$ cat src/rtl/conv_pkg.sv
// Shared widths, element types and arithmetic helpers for the convolution MAC unit.
package conv_pkg;
   localparam int DATA_W = 8;
   localparam int PROD_W = 17;
   localparam int ACC_W  = 24;

   typedef logic        [DATA_W-1:0] act_t;
   typedef logic signed [DATA_W-1:0] wgt_t;
   typedef logic signed [PROD_W-1:0] prod_t;
   typedef logic signed [ACC_W-1:0]  acc_t;

   // Activations are unsigned, so zero-extend to 9 bits before the signed multiply.
   function automatic prod_t mul_aw(input act_t a, input wgt_t b);
      return prod_t'($signed({1'b0, a})) * prod_t'(b);
   endfunction

   function automatic acc_t relu(input acc_t x);
      return x[ACC_W-1] ? '0 : x;
   endfunction
endpackage

$ cat src/rtl/conv_adder_tree.sv
// Combinational balanced adder tree: sign-extends N products and sums them to acc_t.
module conv_adder_tree
   import conv_pkg::*;
#(
   parameter int N = 9
) (
   input  prod_t [N-1:0] i_prod,
   output acc_t          o_sum
);
   localparam int LVL = (N > 1) ? $clog2(N) : 0;
   localparam int P   = 1 << LVL;

   // Heap layout: leaves at [P .. 2P-1], node k = node 2k + node 2k+1, root at 1.
   acc_t w_node [1:2*P-1];

   for (genvar k = 0; k < P; k++) begin : g_leaf
      if (k < N) begin : g_used
         assign w_node[P+k] = acc_t'($signed(i_prod[k]));
      end else begin : g_pad
         assign w_node[P+k] = '0;
      end
   end

   for (genvar k = 1; k < P; k++) begin : g_node
      assign w_node[k] = w_node[2*k] + w_node[2*k+1];
   end

   assign o_sum = w_node[1];
endmodule

$ cat src/rtl/conv_unit.sv
// K_H x K_W convolution MAC: unsigned activations times signed weights, summed to 24 bits.
// Optional CONV_UNIT_RELU_EN clamps negative sums to zero in the output stage.
module conv_unit
   import conv_pkg::*;
#(
   parameter int K_H = 3,
   parameter int K_W = 3
) (
   input  logic                          clk,
   input  logic                          rst,
   input  logic                          in_valid,
   input  act_t [0:K_H-1][0:K_W-1]       conv_win,
   input  wgt_t [0:K_H-1][0:K_W-1]       w,
   output logic                          out_valid,
   output acc_t                          result
);
   localparam int N = K_H * K_W;

   prod_t [N-1:0] w_prod;
   prod_t [N-1:0] r_prod;
   acc_t          w_sum;
   acc_t          w_final;
   acc_t          r_sum;
   logic [2:0]    r_vld_pipe;

   for (genvar i = 0; i < K_H; i++) begin : g_row
      for (genvar j = 0; j < K_W; j++) begin : g_col
         assign w_prod[i*K_W+j] = mul_aw(conv_win[i][j], $signed(w[i][j]));
      end
   end

   conv_adder_tree #(.N(N)) u_tree (
      .i_prod (r_prod),
      .o_sum  (w_sum)
   );

`ifdef CONV_UNIT_RELU_EN
   assign w_final = relu(r_sum);
`else
   assign w_final = r_sum;
`endif

   // Products, tree sum, then the output register: result lands two edges after sampling.
   always_ff @(posedge clk) begin
      if (rst) begin
         r_vld_pipe <= '0;
         r_prod     <= '0;
         r_sum      <= '0;
         result     <= '0;
      end else begin
         r_vld_pipe <= {r_vld_pipe[1:0], in_valid};
         if (in_valid)      r_prod <= w_prod;
         if (r_vld_pipe[0]) r_sum  <= w_sum;
         if (r_vld_pipe[1]) result <= w_final;
      end
   end

   assign out_valid = r_vld_pipe[2];
endmodule

$ cat config.mk
export PLATFORM = sky130hd
export DESIGN_NAME = conv_unit
export DESIGN_NICKNAME = d
export VERILOG_FILES = /design/src/rtl/conv_pkg.sv /design/src/rtl/conv_adder_tree.sv /design/src/rtl/conv_unit.sv
export SDC_FILE = /design/constraint.sdc
export NUM_CORES = 2
export LEC_CHECK = 0
export BUFFER_PORTS_ARGS = -buffer_cell sky130_fd_sc_hd__buf_2
export CELL_PAD_IN_SITES_DETAIL_PLACEMENT = 1
export CELL_PAD_IN_SITES_GLOBAL_PLACEMENT = 2
export CORE_MARGIN = 1.5
export CORE_UTILIZATION = 40
export CTS_CLUSTER_DIAMETER = 30
export DETAILED_ROUTE_END_ITERATION = 16
export PLACE_DENSITY_LB_ADDON = 0.1
export SYNTH_ARGS = -nofsm -noshare
export SYNTH_HDL_FRONTEND = slang
export SYNTH_SLANG_ARGS = --single-unit
$ cat constraint.sdc
create_clock -name clk -period 6.9 [get_ports clk]
set_clock_uncertainty 0.1 [all_clocks]
set_input_delay 0 -clock clk [delete_from_list [all_inputs] [get_ports clk]]
set_output_delay 0 -clock clk [all_outputs]
set_load 0.02 [all_outputs]
==> run_results.csv <==
group,metric,value,unit
flow_run,drv_cap,0,
power,p_leak,16.9,nW
die,dieArea,77000,um^2
cts,clock_path_buffers,2,
cts,cts_tree,"yes",
setup_path,rr_endpoint,"r_sum[22]",
setup_path,crit_path_cell_trace,"inv_1 -> fa_1 -> inv_1 -> fa_1 -> fa_1 -> inv_1 -> fa_1 -> inv_1 -> ha_1 -> fa_1 -> a211oi_2 -> o21bai_2 -> a21oi_2 -> o21ai_1 -> nor4b_2 -> mux2i_1 -> nor4_2",
timing,worst_slew_pin_slew,0.939,ns
logic_synthesis,synthCells,3362,
routing,drt-initial-drc-count,709,
finish,fin_util,44.0,%
timing,fin_crit,4.82,ns
logic_synthesis,syn_nets,4372,
cts,htreeDepth,4,
global_route,antenna_found_initial,0,
place,place.detailed.hpwl,70400,um
routing,via_count,22500,
setup_path,path_max_fanout,3,
finish,stdcell_area,32800,um^2
cts,insertion_delay,0.49,ns
die,dieWidth,278,um
global_route,track_usage,22.1,%
min_path,worstHoldStart,"w[24]",
timing,fin_setup_tns,0,ns
logic_synthesis,yosysWarningCount,0,
outcome,status,"finished clean",
timing,hold_viol,0,
setup_path,r2r-start,"r_prod[2]",
setup_path,critical_path_class,"reg2reg",
logic_synthesis,synth_top_area_share,30.2,%
setup_path,crit_top_cell,"fa_1",
timing,rsz0062_at_grt,"false",
logic_synthesis,ys_seq_area_share,13.1,%
finish,drive_gt1_share,6.59,%
routing,drc,0,
finish,final_common_cell,"inv_1",
timing,fmax,0.207,GHz
setup_path,worstPathRequired,7.14,ns
setup_path,path_buf_inv,4,
global_route,grt_pass1_vias,25600,
routing,met1_length,36700,um
timing,slew-limit-headroom,37.4,%
die,row_count,100,
setup_path,cp.arrival,5.07,ns
cts,cts-resized-gates,0,
cts,clk_pin_slew,0.08,ns
logic_synthesis,async_flop_share,0,%
logic_synthesis,synth_edf_count,0,
setup_path,max_stage_delay,0.53,ns
finish,final_nets,4532,
logic_synthesis,synth_area,30100,um^2
setup_path,r2r_slack,2.08,ns
power,peakVddDrop,599,uV
logic_synthesis,avgSynthCellArea,8.97,um^2
logic_synthesis,synth_cell_types,71,
finish,area_growth,8.82,%
routing,wl,81600,um
global_route,grt.overflow.total,0,
cts,clkSinkCount,198,
setup_path,crit_family,"adder cells",
setup_path,reg2reg_depth,17,
place,placed_cell_area,32000,um^2
routing,via_per_inst,4.99,
global_route,grt_pass1_wl,136000,um
die,die_h,278,um
timing,post-route-period-util,69.9,%
finish,antennaDiodeCount,0,
setup_path,worst_path_max_delay_cell,"fa_1",
routing,dr_wl_met3,1190,um
logic_synthesis,synth_top_flop_cell,"dfxtp_1",
timing,drv_slew,0,
logic_synthesis,synth_area_leaders,"fa_1, ha_1, dfxtp_1",
die,start_util,40.4,%
min_path,holdPathEnd,"r_prod[85]",
die,num_io_pins,172,
routing,routed-wl-met2,42800,um
logic_synthesis,synth.largest_area_cell,"fa_1",
timing,finalWorstSetupSlack,2.08,ns
min_path,hold_path_depth,3,
setup_path,worstSetupEndpointType,"flop",
place,gp_congestion,0.829,
power,p_per_area,451,nW/um^2
cts,clockRootBuffer,"clkbuf_16",
setup_path,start_kind,"flop",
cts,cts_buffers,17,
place,io_buffers,171,
routing,ant_nets,0,
min_path,hp-class,"in2reg",
logic_synthesis,synth-seq-cells,198,
routing,top_layer_used,"met4",
global_route,grt_start_max_net_pins,70,
finish,most-common-layout-cells,"inv_1, fa_1, ha_1",
die,core-area,74600,um^2
routing,post_drt_wl_per_cell,18.1,um
timing,finalSetupViolations,0,
place,pre_cts_slack,2.12,ns
routing,firstDrtPassIters,4,
state kept, by name, summed over array words and instances (netlist names):
name,count
r_sum,21
r_prod,153
result,21
r_vld_pipe,3
where the power goes:
group	switching (mW)	leakage [nW]	internal (mW)
clock network	0.540	0.292	0.491
registers	0.207	1.63	1.40
logic	7.27	15.0	4.87
total	8.02	16.9	6.76
synthesized netlist by cell type, drive strengths merged (25+ instances only):
| master | instances |
|---|---|
| a211oi | 50 |
| a21o | 25 |
| a21oi | 92 |
| and2 | 287 |
| clkbuf | 39 |
| dfxtp | 198 |
| fa | 455 |
| ha | 408 |
| inv | 709 |
| mux2i | 107 |
| nand2 | 285 |
| nand2b | 54 |
| nor2 | 241 |
| nor3 | 32 |
| o21ai | 78 |
| xnor2 | 45 |
| xor2 | 45 |
cell families after synthesis:
| logic type | share of synthesized area [%] |
|---|---|
| AND/OR/NAND/NOR | 15.9 |
| multiplexers | 3.55 |
| XOR/XNOR | 2.61 |
| adder cells (fa/ha/maj) | 47.2 |
| AO/OA/AOI/OAI | 7.90 |
| flip-flops | 13.1 |
| buffers and inverters | 9.74 |
stage by stage:
step           total power [mW]  hold slack [ns]  std cells
2_1_floorplan              10.4           0.0650       3362
3_3_place_gp               13.6            0.290       4454
3_5_place_dp               13.9            0.281       4454
4_1_cts                    15.0           0.0734       4504
5_1_grt                    16.4           0.0661       4504
6_report                   14.8           0.0838       4504
worst reg2reg max path, cell delays in order, from the launching register on:
cell	delay [ns]
dfxtp_1	0.35
inv_1	0.07
fa_1	0.53
inv_1	0.05
fa_1	0.45
fa_1	0.50
inv_1	0.05
fa_1	0.47
inv_1	0.04
ha_1	0.21
fa_1	0.49
a211oi_2	0.27
o21bai_2	0.12
a21oi_2	0.21
o21ai_1	0.14
nor4b_2	0.30
mux2i_1	0.27
nor4_2	0.07
worst max-delay path by stage:
stage,to,start,slack [ns],cells past startpoint
floorplan,r_sum[22],r_prod[2],2.41,17
global placement,r_sum[18],r_prod[2],2.19,16
detailed placement,r_sum[22],r_prod[2],2.12,17
CTS,r_sum[22],r_prod[2],2.11,17
global route,r_sum[22],r_prod[2],1.85,17
finish,r_sum[22],r_prod[2],2.08,17
final cells by class:
class	count	area [um^2]
Fill cell	8690	41800
Tap cell	969	1210
Multi-Input combinational cell	2398	23200
Sequential cell	198	3960
Timing Repair Buffer	198	1120
Clock inverter	15	180
Clock buffer	17	425
Inverter	709	2660
what timing repair did:
item | CTS | global route
hold buffers | 18 | 0
setup buffers | 0 | 0
endpoints found under the setup margin | 0 | 0
endpoints found under the hold margin | 62 | 0
per-layer routing:
layer | track usage (%) | vias up
met4 | 3.41 | 0
met2 | 41.2 | 167
met1 | 28.1 | 11400
li1 | - | 10800
met3 | 1.78 | 54
met5 | 0 | -
Power figures use the tool's default switching activity.
